==> config.mk <==
export PLATFORM = sky130hd
export DESIGN_NAME = sonar_ranger
export DESIGN_NICKNAME = d
export VERILOG_FILES = /design/src/rtl/sg1_pkg.sv /design/src/rtl/sync2.sv /design/src/rtl/sonar_ranger.sv
export SDC_FILE = /design/constraint.sdc
export NUM_CORES = 1
export LEC_CHECK = 0
export CAP_MARGIN = 25
export CORE_MARGIN = 2
export CORE_UTILIZATION = 41
export DETAILED_ROUTE_END_ITERATION = 12
export DONT_BUFFER_PORTS = 1
export PLACE_DENSITY = 0.66
export SYNTH_ARGS = -nofsm -noshare
export SYNTH_HDL_FRONTEND = slang
export SYNTH_HIERARCHICAL = 1
export SYNTH_SLANG_ARGS = --single-unit
export TNS_END_PERCENT = 5
==> constraint.sdc <==
create_clock -name clk_1m -period 2.75 [get_ports clk_1m]
set_input_delay 0.275 -clock clk_1m [delete_from_list [all_inputs] [get_ports clk_1m]]
set_output_delay 0.275 -clock clk_1m [all_outputs]
set_load 0.01 [all_outputs]
==> src/rtl/sg1_pkg.sv <==
// Shared SG1 types and HC-SR04 timing defaults, used by the ranger and by the bench sensor model.
package sg1_pkg;

    typedef enum logic [2:0] {
        ST_IDLE,
        ST_TRIG,
        ST_WAIT_RISE,
        ST_MEASURE,
        ST_HOLDOFF
    } sonar_st_t;

    localparam int unsigned HCSR04_TRIG_US     = 10;
    localparam int unsigned HCSR04_RISE_TO_US  = 5000;
    localparam int unsigned HCSR04_ECHO_MAX_US = 38000;
    localparam int unsigned HCSR04_PERIOD_US   = 60000;
    localparam int unsigned HCSR04_US_PER_CM   = 58;

endpackage

==> src/rtl/sync2.sv <==
// Two-flop synchronizer for a single asynchronous input (echo, key_n, uart_rx).
module sync2 (
    input  logic clk_i,
    input  logic rst_i,
    input  logic d_i,
    output logic q_o
);

    logic meta_q;
    logic sync_q;

    always_ff @(posedge clk_i) begin
        if (rst_i) begin
            meta_q <= 1'b0;
            sync_q <= 1'b0;
        end else begin
            meta_q <= d_i;
            sync_q <= meta_q;
        end
    end

    assign q_o = sync_q;

endmodule

==> src/rtl/sonar_ranger.sv <==
// HC-SR04 ranging controller: trigger pulse, echo width in us, floor(us/US_PER_CM) in cm.
// state        | meaning
// ST_IDLE      | waiting for start
// ST_TRIG      | trigger pin high for TRIG_US cycles
// ST_WAIT_RISE | waiting for echo rise, bounded by RISE_TO_US
// ST_MEASURE   | counting echo width, aborted at ECHO_MAX_US
// ST_HOLDOFF   | enforcing PERIOD_US between triggers
module sonar_ranger
    import sg1_pkg::*;
#(
    parameter int unsigned TRIG_US     = HCSR04_TRIG_US,
    parameter int unsigned RISE_TO_US  = HCSR04_RISE_TO_US,
    parameter int unsigned ECHO_MAX_US = HCSR04_ECHO_MAX_US,
    parameter int unsigned PERIOD_US   = HCSR04_PERIOD_US,
    parameter int unsigned US_PER_CM   = HCSR04_US_PER_CM
) (
    input  logic        clk_1m,
    input  logic        rst,
    input  logic        start,
    input  logic        s1_echo,
    output logic        s1_trig,
    output logic        busy,
    output logic [15:0] dist_us,
    output logic [9:0]  dist_cm,
    output logic        dist_vld,
    output logic        err
);

    localparam logic [15:0] TRIG_LAST = 16'(TRIG_US - 1);
    localparam logic [15:0] RISE_LAST = 16'(RISE_TO_US - 1);
    localparam logic [15:0] ECHO_MAX  = 16'(ECHO_MAX_US);
    localparam logic [15:0] PER_LAST  = 16'(PERIOD_US - 1);
    localparam logic [15:0] PRE_LAST  = 16'(US_PER_CM - 1);

    sonar_st_t   state_q, state_d;
    logic [15:0] tmr_q, tmr_d, per_q, per_d, us_q, us_d, pre_q, pre_d;
    logic [9:0]  cm_q, cm_d;
    logic [15:0] us_nxt, pre_nxt;
    logic [9:0]  cm_nxt;
    logic        echo_s, echo_q, echo_rise, echo_fall;
    logic        wait_tout, meas_tout, meas_done;
    logic        trig_q, trig_d, busy_q, busy_d, vld_q, vld_d, err_q, err_d;
    logic [15:0] dist_us_q, dist_us_d;
    logic [9:0]  dist_cm_q, dist_cm_d;

    sync2 u_sync_echo (
        .clk_i (clk_1m),
        .rst_i (rst),
        .d_i   (s1_echo),
        .q_o   (echo_s)
    );

    assign echo_rise = echo_s & ~echo_q;
    assign echo_fall = ~echo_s & echo_q;

    // Counting on echo_q spans rise detection through fall detection, so the width is exact.
    always_comb begin
        us_nxt  = us_q + 16'(echo_q);
        pre_nxt = pre_q;
        cm_nxt  = cm_q;
        if (echo_q) begin
            if (pre_q == PRE_LAST) begin
                pre_nxt = '0;
                cm_nxt  = cm_q + 10'd1;
            end else begin
                pre_nxt = pre_q + 16'd1;
            end
        end
    end

    assign wait_tout = (state_q == ST_WAIT_RISE) && !echo_rise && (tmr_q == '0);
    assign meas_tout = (state_q == ST_MEASURE) && (us_nxt == ECHO_MAX);
    assign meas_done = (state_q == ST_MEASURE) && echo_fall && !meas_tout;

    always_ff @(posedge clk_1m) begin
        if (rst) begin
            state_q   <= ST_IDLE;
            echo_q    <= 1'b0;
            tmr_q     <= '0;
            per_q     <= '0;
            us_q      <= '0;
            pre_q     <= '0;
            cm_q      <= '0;
            trig_q    <= 1'b0;
            busy_q    <= 1'b0;
            vld_q     <= 1'b0;
            err_q     <= 1'b0;
            dist_us_q <= '0;
            dist_cm_q <= '0;
        end else begin
            state_q   <= state_d;
            echo_q    <= echo_s;
            tmr_q     <= tmr_d;
            per_q     <= per_d;
            us_q      <= us_d;
            pre_q     <= pre_d;
            cm_q      <= cm_d;
            trig_q    <= trig_d;
            busy_q    <= busy_d;
            vld_q     <= vld_d;
            err_q     <= err_d;
            dist_us_q <= dist_us_d;
            dist_cm_q <= dist_cm_d;
        end
    end

    always_comb begin
        state_d = state_q;
        tmr_d   = tmr_q;
        per_d   = (state_q != ST_IDLE) ? per_q + 16'd1 : per_q;
        us_d    = us_q;
        pre_d   = pre_q;
        cm_d    = cm_q;
        case (state_q)
            ST_IDLE: begin
                if (start) begin
                    state_d = ST_TRIG;
                    tmr_d   = TRIG_LAST;
                    per_d   = '0;
                end
            end
            ST_TRIG: begin
                if (tmr_q == '0) begin
                    state_d = ST_WAIT_RISE;
                    tmr_d   = RISE_LAST;
                end else begin
                    tmr_d = tmr_q - 16'd1;
                end
            end
            ST_WAIT_RISE: begin
                if (echo_rise) begin
                    state_d = ST_MEASURE;
                    us_d    = '0;
                    pre_d   = '0;
                    cm_d    = '0;
                end else if (tmr_q == '0) begin
                    state_d = ST_HOLDOFF;
                end else begin
                    tmr_d = tmr_q - 16'd1;
                end
            end
            ST_MEASURE: begin
                us_d  = us_nxt;
                pre_d = pre_nxt;
                cm_d  = cm_nxt;
                if (meas_tout || echo_fall) begin
                    state_d = ST_HOLDOFF;
                end
            end
            ST_HOLDOFF: begin
                if (per_q >= PER_LAST) begin
                    state_d = ST_IDLE;
                end
            end
            default: state_d = ST_IDLE;
        endcase
    end

    always_comb begin
        trig_d    = (state_q == ST_TRIG);
        busy_d    = (state_q != ST_IDLE);
        vld_d     = 1'b0;
        err_d     = err_q;
        dist_us_d = dist_us_q;
        dist_cm_d = dist_cm_q;
        if (wait_tout) begin
            vld_d     = 1'b1;
            err_d     = 1'b1;
            dist_us_d = '0;
            dist_cm_d = '0;
        end else if (meas_tout) begin
            vld_d     = 1'b1;
            err_d     = 1'b1;
            dist_us_d = ECHO_MAX;
            dist_cm_d = cm_nxt;
        end else if (meas_done) begin
            vld_d     = 1'b1;
            err_d     = 1'b0;
            dist_us_d = us_nxt;
            dist_cm_d = cm_nxt;
        end
    end

    assign s1_trig  = trig_q;
    assign busy     = busy_q;
    assign dist_vld = vld_q;
    assign err      = err_q;
    assign dist_us  = dist_us_q;
    assign dist_cm  = dist_cm_q;

endmodule

==> qor.txt <==
Outcome: finished, final reports clean
WP data arrival: 2840 ps
Worst hold margin: 23.65 ps
WL final: 13.06 mm
Area grow syn2layout: 8.900%
Clock skew: 7.587 ps
Simple-Gate Fraction of Synth Area: 28.71%
Rows: 43
Hold Startpoint: rst
Fin. Hold Viols: 0
Hold depth: 1
Req. time, crit path: 3050 ps
Worst reg2reg startpoint: echo_q
Post-route minimum period: 2538 ps
Crit-path max cell delay: 390 ps
Mapped Avg Cell Area: 8.268 um^2
Setup slack after layout: 212.4 ps
Nets@finish: 696
CTS Buffer Depth: 2
Post-synth net total: 703
Sw frac: 32.75%
Total congestion overflow: 0
Synthesized cell area: 5722 um^2
Worst-path cell chain: ha_1 -> ha_4 -> nand4_1 -> nor4_4 -> buf_4 -> nand4b_1 -> nand3_1 -> nand4_2 -> buf_6 -> nand3_1 -> and3_1
Via count: 4,803
H-tree depth: 3
Iter 0 DRT Violations: 334
Critical path endpoint category: flop
Total core area: 13,770 um^2
TritonCTS Sinks: 110
Root Driver: clkbuf_16
CTS buffer count: 9
Final cycle utilization of the critical path: 92.28%
Final Max Slew Viols: 0
Buf/Inv on CP: 2
Power per cell area: 681.2 nW/um^2
Netlist cell types: 70
Worst path top cell family by delay: simple AND/OR/NAND/NOR gates
CTS clock-pin slew for the worst setup and hold paths: 70 ps
Logic pwr share: 26.2%
Slew margin rel.: 55.44%
Clock Latency Late Sink: 360 ps
Drt drc: 0
Pre-CTS WS: 107.0 ps
Setup Viol. Count Final: 0
CP Depth: 11
Setup TNS: 0 ps
Reg-to-reg critical path endpoint: dist_vld
Post-synthesis compound-gate area fraction: 18.02%
FMAX: 0.3941 GHz
Hold crit path type: in -> reg
Tot GR Track Use: 18.06%
XOR/XNOR Fraction of Synth Area: 7.041%
Non-Filler Instances: 870
Main combinational cell family by area after synthesis: simple AND/OR/NAND/NOR gates
Reg2reg setup slack: 210 ps
RSZ-0062 raised after global routing: false
Slowest stage cell on the critical path: nor4_4
Max VDD drop: 0.3525 mV
CP Max Fanout: 17
DR vias/cell: 5.521
Vias in the first global route: 4,433
Post-DP HPWL: 9.116 mm
Remaining antenna violation count: 0
RD Place Congestion: 0.8974
Adder-cell share of the synthesized area: 1.531%
CP dominant cell by count: nand3_1
Ant. Diodes: 0
Post-Place Cells: 848
P_sw: 1390 uW
Synth Flop Type: dfxtp_1
Max Cap Violations: 0
CTS tree: yes
Final Core Density: 45.24%
Initial Util: 41.54%
Ys async rst share: 0%
Least-Margin Pin Slew: 661.4 ps
Sequential share of the synthesized area: 38.49%
Yosys reg bits: 110
Width of the die: 122.1 um
Layout cells sized above 1: 11.59%
Leakage: 0.002164 uW
Port Buf Inserts: 0
Nature of the critical path startpoint: flop
Internal power: 2855 uW
Synth warnings: 6
Die Y: 122.1 um
Top-level port count: 34
Crit Path Class: reg -> reg
Synthesized instance count: 692
Wire length per cell: 15.01 um
Count of flip-flops with a built-in enable after synthesis: 0
Die area: 14,920 um^2
Largest net degree at the start of global routing: 59
Fraction of synthesized area in multiplexers: 1.684%
First-pass GRT wire length: 21.42 mm
Clock Power Share: 30.5%
Drt pass-1 iters: 4
Flop pwr share: 43.3%
Hold Path End: tmr_q[7]
Initial antenna violation count: 0
Reg2reg path depth: 11
==> power by group through the flow <==
stage | Combinational, uW | Clock [uW] | Sequential [uW]
4_1_cts | 1110 | 1320 | 1840
5_1_grt | 1260 | 1380 | 1850
6_report | 1110 | 1290 | 1840
3_5_place_dp | 1080 | 0 | 1870
3_3_place_gp | 1050 | 0 | 1870
2_1_floorplan | 865 | 0 | 1830
==> area by class of cell <==
class                           instances  area [um^2]
Fill cell                            1347         7542
Tap cell                              180        225.2
Clock inverter                          7        65.06
Multi-Input combinational cell        528         3276
Timing Repair Buffer                   19        173.9
Inverter                               17        63.81
Clock buffer                            9        225.2
Sequential cell                       110         2202
==> synthesized netlist by cell type, types with 6 or more instances <==
cell type / instances / area share, %
a211oi_1: 13 / 1.7
a211oi_2: 8 / 1.7
a21o_1: 7 / 0.92
a21oi_1: 53 / 4.6
a22oi_1: 10 / 1.3
and3_1: 9 / 0.98
buf_2: 9 / 0.79
clkbuf_1: 20 / 1.3
dfxtp_1: 110 / 38
ha_1: 7 / 1.5
inv_1: 17 / 1.1
nand2_1: 48 / 3.1
nand3_1: 33 / 2.9
nand4_1: 14 / 1.5
nor2_1: 116 / 7.6
nor2b_1: 6 / 0.66
nor3_1: 19 / 1.7
o211ai_1: 6 / 0.79
o21ai_0: 30 / 2.6
or3_1: 8 / 0.87
xnor2_1: 30 / 4.6
xor2_1: 16 / 2.4
==> state kept, by name (all words and copies together), names as in the netlist <==
register	flops
dist_us	16
per_q	16
pre_q	16
tmr_q	16
us_q	16
cm_q	10
dist_cm	10
state_q	3
busy	1
dist_vld	1
echo_q	1
err	1
s1_trig	1
u_sync_echo/meta_q	1
u_sync_echo/q_o	1
==> layout by cell type, fill, tap and decap left out, types with 14 or more instances in the layout <==
cell type	n
nor2_1	115
inv_1	17
xnor2_1	30
dfxtp_1	110
buf_4	14
o21ai_0	30
xor2_1	16
nand3_1	33
nor3_1	19
nand2_1	48
a21oi_1	53
nand4_1	14
==> through the flow <==
stage	cell area, um^2	total power [uW]
floorplan	5722	2694
global placement	5852	2917
detailed placement	5852	2957
CTS	6190	4271
global route	6231	4501
finish	6231	4245
==> routing by layer <==
metal	global-route usage, %	vias to the layer above	part of all wire [%]
met4	7.256	0	1.6
li1	-	2440	-
met2	28.77	78	47
met1	23.33	2270	47
met5	0	-	0
met3	4.635	15	4.3
==> logic make-up after synthesis <==
family / after synthesis
simple gates: 314
compound gates: 152
flops: 110
buf+inv: 54
xor+xnor: 46
mux: 9
fa+ha+maj: 7
==> how the worst max path moves through the flow <==
stage,slack (ps),to,from
6_report,210,dist_vld,echo_q
5_1_grt,30,dist_us[3],echo_q
4_1_cts,90,dist_vld,echo_q
3_5_place_dp,110,dist_vld,echo_q
3_3_place_gp,220,dist_vld,us_q[0]
2_1_floorplan,350,dist_cm[5],echo_q
==> timing repair <==
item | in CTS | in global routing
setup endpoints to repair | 0 | 20
gates resized for setup | 0 | 3
hold endpoints to repair | 58 | 1
buffers inserted | 0 | 2
hold buffers | 3 | 1
Power figures use the tool's default switching activity.
